<file path="config.mk">
export PLATFORM = sky130hd
export DESIGN_NAME = rat_path_player
export DESIGN_NICKNAME = d
export VERILOG_FILES = /design/src/rtl/rat_path_player.sv
export SDC_FILE = /design/constraint.sdc
export NUM_CORES = 1
export LEC_CHECK = 0
export BUFFER_PORTS_ARGS = -buffer_cell sky130_fd_sc_hd__buf_2
export CELL_PAD_IN_SITES_DETAIL_PLACEMENT = 1
export CELL_PAD_IN_SITES_GLOBAL_PLACEMENT = 2
export CORE_ASPECT_RATIO = 1.75
export CORE_UTILIZATION = 34
export DETAILED_ROUTE_END_ITERATION = 16
export PLACE_DENSITY = 0.9
export SETUP_SLACK_MARGIN = 0.1
export SLEW_MARGIN = 0
export SYNTH_ARGS = -nofsm -noshare
export SYNTH_HDL_FRONTEND = slang
export SYNTH_SLANG_ARGS = --single-unit
</file>
<file path="constraint.sdc">
create_clock -name clk -period 4.8 [get_ports clk]
set_clock_uncertainty 0.2 [all_clocks]
set_input_delay 0.96 -clock clk [delete_from_list [all_inputs] [get_ports clk]]
set_output_delay 0.96 -clock clk [all_outputs]
set_load 0.005 [all_outputs]
</file>
<file path="src/rtl/rat_path_player.sv">
// Replays a queue of 2-bit maze moves as an (X,Y) walk on a valid/ready stream.
// Each step is fetched, bounds-checked and then presented until the sink accepts it.
module rat_path_player #(
  parameter int N       = 4,
  parameter int START_X = 0,
  parameter int START_Y = 0,
  parameter int LEN_W   = 8
) (
  input  logic             clk,
  input  logic             rst,
  input  logic             run,
  input  logic             q_empty,
  input  logic [1:0]       q_data,
  output logic             q_dequeue,
  input  logic             move_ready,
  output logic             move_valid,
  output logic [1:0]       move_dir,
  output logic [N-1:0]     pos_x,
  output logic [N-1:0]     pos_y,
  output logic [LEN_W-1:0] step_count,
  output logic             busy,
  output logic             replay_done,
  output logic             oob_err
);

  typedef enum logic [2:0] {
    IDLE,
    FETCH,
    EMIT,
    FIN,
    ERR
  } state_t;

  localparam logic [N-1:0]     X0     = N'(START_X);
  localparam logic [N-1:0]     Y0     = N'(START_Y);
  localparam logic [N-1:0]     MAX_C  = '1;
  localparam logic [LEN_W-1:0] CNT_MAX = '1;

  state_t state, state_nxt;
  logic run_d;
  logic run_rise;
  logic oob_step;
  logic [N-1:0] nx, ny;
  logic load_start, take_step, set_oob, accept;

  assign run_rise = run & ~run_d;

  // Candidate position for the queue head; an edge step flags instead of wrapping.
  always_comb begin
    nx = pos_x;
    ny = pos_y;
    oob_step = 1'b0;
    case (q_data)
      2'b00: if (pos_x == MAX_C) oob_step = 1'b1; else nx = pos_x + N'(1);
      2'b11: if (pos_x == '0)    oob_step = 1'b1; else nx = pos_x - N'(1);
      2'b01: if (pos_y == MAX_C) oob_step = 1'b1; else ny = pos_y + N'(1);
      2'b10: if (pos_y == '0)    oob_step = 1'b1; else ny = pos_y - N'(1);
    endcase
  end

  always_comb begin
    state_nxt   = state;
    q_dequeue   = 1'b0;
    move_valid  = 1'b0;
    busy        = 1'b1;
    replay_done = 1'b0;
    load_start  = 1'b0;
    take_step   = 1'b0;
    set_oob     = 1'b0;
    accept      = 1'b0;
    case (state)
      IDLE: begin
        busy = 1'b0;
        if (run_rise) begin
          load_start = 1'b1;
          state_nxt  = FETCH;
        end
      end
      FETCH: begin
        if (q_empty) begin
          state_nxt = FIN;
        end else begin
          q_dequeue = 1'b1;
          if (oob_step) begin
            set_oob   = 1'b1;
            state_nxt = ERR;
          end else begin
            take_step = 1'b1;
            state_nxt = EMIT;
          end
        end
      end
      EMIT: begin
        move_valid = 1'b1;
        if (move_ready) begin
          accept    = 1'b1;
          state_nxt = FETCH;
        end
      end
      FIN: begin
        replay_done = 1'b1;
        state_nxt   = IDLE;
      end
      ERR: begin
        if (run_rise) begin
          load_start = 1'b1;
          state_nxt  = FETCH;
        end
      end
      default: state_nxt = IDLE;
    endcase
    // The queue must not lose an entry on an edge where reset discards the step.
    if (rst) q_dequeue = 1'b0;
  end

  always_ff @(posedge clk) begin
    if (rst) begin
      state      <= IDLE;
      run_d      <= 1'b0;
      pos_x      <= X0;
      pos_y      <= Y0;
      move_dir   <= 2'b00;
      step_count <= '0;
      oob_err    <= 1'b0;
    end else begin
      state <= state_nxt;
      run_d <= run;
      if (load_start) begin
        pos_x      <= X0;
        pos_y      <= Y0;
        step_count <= '0;
        oob_err    <= 1'b0;
      end
      if (take_step) begin
        move_dir <= q_data;
        pos_x    <= nx;
        pos_y    <= ny;
      end
      if (set_oob) oob_err <= 1'b1;
      if (accept && step_count != CNT_MAX) step_count <= step_count + LEN_W'(1);
    end
  end

endmodule

</file>
### Word level (Yosys, flattened, before mapping)

Cells that the tools add are included.

| operators by class | value |
|---|---|
| $add $sub $neg | 5 |
| eq/ne operators | 18 |
| mux-type cells | 39 |
| bitwise gates (word level) | 2 |
| reduce and logical (&&, ||, !) cells | 12 |

Operators by type and width:

| operator | number |
|---|---|
| $mux W4 | 7 |
| $mux W1 | 22 |
| $mux W8 | 2 |
| $pmux W4 S2 | 2 |
| $mux W3 | 4 |
| $ne A3 B3 Y1 const B | 4 |
| $pmux W3 S3 | 1 |
| $add A4 B1 Y4 const B | 2 |
| $add A8 B1 Y8 const B | 1 |
| $eq A4 B4 Y1 const B | 2 |
| $logic_not A4 Y1 | 2 |
| $ne A8 B8 Y1 const B | 1 |
| $reduce_and A4 Y1 | 2 |
| $sub A4 B1 Y4 const B | 2 |
| $eq A3 B2 Y1 const B | 2 |
| $ne A3 B1 Y1 const B | 2 |
| $reduce_bool A2 Y1 | 3 |
| $eq A2 B2 Y1 const B | 2 |
| $pmux W1 S4 | 1 |
| $eq A3 B1 Y1 const B | 1 |
| $eq A3 B3 Y1 const B | 1 |
| $logic_not A3 Y1 | 1 |
| $eq A2 B1 Y1 const B | 1 |
| $logic_not A2 Y1 | 1 |
| other kinds (7) | 7 |

| word-level totals | value |
|---|---|
| register bits after elaboration | 23 |
| bits of input ports | 7 |
| output and inout bits | 23 |
| word-level logic and storage cells | 83 |

### Depth between registers and ports, before layout

| logic depth | value |
|---|---|
| depth in word-level cells | 8 |
| gate-level depth with buffers | 8 |
| gate-level depth less buffers | 8 |

### Least setup slack after synthesis

No wires, ideal clock.

| timing | value |
|---|---|
| path type | input-to-output |
| start | input port rst |
| end | output port q_dequeue |
| arrival | 1449 ps |
| required time | 3640 ps |
| slack | 2191 ps |
| cell stages on the path | 3 |
| path buffers | 1 |
| cell sequence | inv_1 > clkbuf_1 > and2_1 |

| on the way | value |
|---|---|
| cells in the longest elaborated chain, start to end | 1 |

RTL lines:

| what | line | source |
|---|---|---|
| start: declaration | 10 | `input logic rst,` |
| $mux W1 | 113 | `if (rst) q_dequeue = 1'b0;` |
| end: declaration | 14 | `output logic q_dequeue,` |

No other way between the ends.

### Worst setup path in the final report

Ends and elaborated chain as after synthesis.

==> results.cfg <==
[synthesis]
ys.flop_type = dfxtp_1
yosys_register_bits = 23
syn_inst = 169
synth_edf_count = 0
async_flop_share_pct = 0
ys_warn_count = 0
mappedNetlistArea_um2 = 1420
ys_seq_area_share_pct = 32.5
synth_cell_types = 52
avgSynthCellArea_um2 = 8.39
syn_nets = 183

[power_and_ir_drop]
powerDensity_nw_per_um2 = 239
ir_drop_mv = 0.151
leakage_uw = 0.000668

[floorplan]
die_w_um = 50.8
die_h_um = 87.4
initial_core_util_pct = 36.0
die-area_um2 = 4440
rows = 30
core-area_um2 = 3940
io_pins = 30

[sta]
maxSlewViolCount = 0
worstMarginPinSlew_ns = 0.674
fmax_ghz = 0.327
timing.final.ws_setup_ns = 1.74
fin_crit_sh_pct = 63.7
finalSetupViolCount = 0
fin_crit_ns = 3.06
fin_tns_setup_ns = 0
rsz0062_at_grt = false
slew_headroom_pct = 54.7
hold_viol = 0

[global_route]
first_global_vias = 1309
grt_max_degree = 21
grt_overflow_total = 0
grt_usage_pct = 18.3
grt_pass1_wl_um = 6180
antenna_found_initial = 0

[drt]
drc_errors = 0
drt_iter0_drc = 15
wl_per_cell_um = 15.6
vias_per_cell = 5.54
first_pass_iters = 6
vias = 1341
drtAntennaViolNets = 0
postRouteWirelength_um = 3790

[hold_path]
min_from = oob_err
holdPathStages = 2
hold_class = reg -> reg
min_to = oob_err

[cts]
cts_tree = done
insertion_delay_ns = 0.26
cts_resized = 0
root_buffer = clkbuf_8
htree_levels = 1
cts_sinks = 23
path_clk_slew_ns = 0.08
numCtsBuffers = 3
post_cts_buffers = 0
hold_buffers = 0
clockBufferDepth = 2

[worst_setup_path]
critical_path_peak_fanout = 20
reg2reg_to = pos_x[2]
end_kind = primary output
r2r-start = state[0]
arrival_ns = 1.90
critPathLaunchType = primary input
rr_worst_depth = 5
worstPathRequired_ns = 3.64
rrSetupSlack_ns = 2.52
crit_type = in -> out

[final_layout]
fillers = 496
register_area_um2 = 460
layout_common_cells = buf_2, dfxtp_1, a21oi_1
layout-drive-gt1-share_pct = 23.2
synthToLayoutAreaGrowth_pct = 15.1
antenna_cells = 0
fin_nets = 209
final_util_pct = 41.4
multi_input_area_um2 = 893
layout_commonest_cell = buf_2

[flow_run]
drv_cap = 0

[outcome]
outcome = finished, final reports clean

[placed_design]
place_congestion = 0.737
port_buffers = 29
dpl_worst_slack_ns = 1.73
dpl.hpwl_um = 2970
[sequential cells by signal, indices dropped and copies added, names as in the netlist]
name and flops:
move_dir 2, oob_err 1, pos_x 4, pos_y 4, run_d 1, state 3
step_count 8
[cell usage after synthesis, types with 2 or more instances]
library cell / number / share of area (%)
a211oi_1: 3 / 1.6
a21oi_1: 18 / 6.4
a31o_1: 2 / 1.2
a31oi_1: 4 / 1.8
and3_1: 2 / 0.88
buf_2: 3 / 1.1
clkbuf_1: 4 / 1.1
dfxtp_1: 23 / 32
fa_1: 2 / 2.8
ha_1: 5 / 4.4
inv_1: 6 / 1.6
mux2i_1: 2 / 1.4
nand2_1: 15 / 4.0
nand2b_1: 6 / 2.6
nand3_1: 6 / 2.1
nand4_1: 3 / 1.3
nor2_1: 13 / 3.4
nor2b_1: 2 / 0.88
nor3_1: 2 / 0.71
nor3b_1: 2 / 1.1
nor4_1: 2 / 0.88
o2111ai_1: 3 / 1.9
o21a_1: 2 / 1.1
o21ai_0: 2 / 0.71
o21ai_1: 4 / 1.4
o41ai_1: 3 / 1.9
xnor2_1: 5 / 3.1
[worst max-delay path: stages]
cell and delay [ns]:
buf_2 0.33, inv_1 0.28, and2_1 0.21, buf_2 0.12
[how the worst max path moves through the flow]
stage / start / endpoint
floorplan: rst / q_dequeue
global placement: rst / q_dequeue
detailed placement: rst / q_dequeue
CTS: rst / q_dequeue
global route: rst / q_dequeue
finish: rst / q_dequeue
[logic make-up after synthesis]
| kind of cell | count (synthesis) | synth area share [%] |
|---|---|---|
| xor gates and xnor gates | 6 | 3.71 |
| and+or+nand+nor | 66 | 25.6 |
| adders and majority gates | 7 | 7.24 |
| AOI/OAI and AO/OA | 50 | 25.1 |
| muxes | 2 | 1.41 |
| buffers and inverters | 15 | 4.50 |
| DFF | 23 | 32.5 |
[layout make-up]
cell class	count	area share [%]
Multi-Input combinational cell	131	54.8
Sequential cell	23	28.2
Timing Repair Buffer	29	8.90
Tap cell	48	3.68
Clock buffer	3	2.53
Inverter	7	1.61
Clock inverter	1	0.307
[metrics by stage]
| step | hold WS, ns | total power [uW] | cell area [um^2] | std cells |
|---|---|---|---|---|
| floorplan | 0.253 | 255 | 1420 | 169 |
| CTS | 0.276 | 395 | 1630 | 242 |
| finish | 0.266 | 390 | 1630 | 242 |
| global placement | 0.251 | 272 | 1590 | 238 |
| global route | 0.315 | 412 | 1630 | 242 |
| detailed placement | 0.264 | 275 | 1590 | 238 |
[layer usage]
layer	track usage (%)	part of all wire [%]	vias up
met5	0	0	-
met1	18.1	38	655
met4	6.06	1.1	0
li1	-	-	659
met2	37.5	59	23
met3	1.75	1.9	4
[report_power, final]
group / leakage [uW] / switching [uW] / total [uW] / internal, uW
clock network: 0.0000255 / 62.9 / 121 / 57.9
logic: 0.000456 / 40.3 / 67.4 / 27.1
registers: 0.000186 / 6.46 / 202 / 195
(Power assumes the default switching activity.)
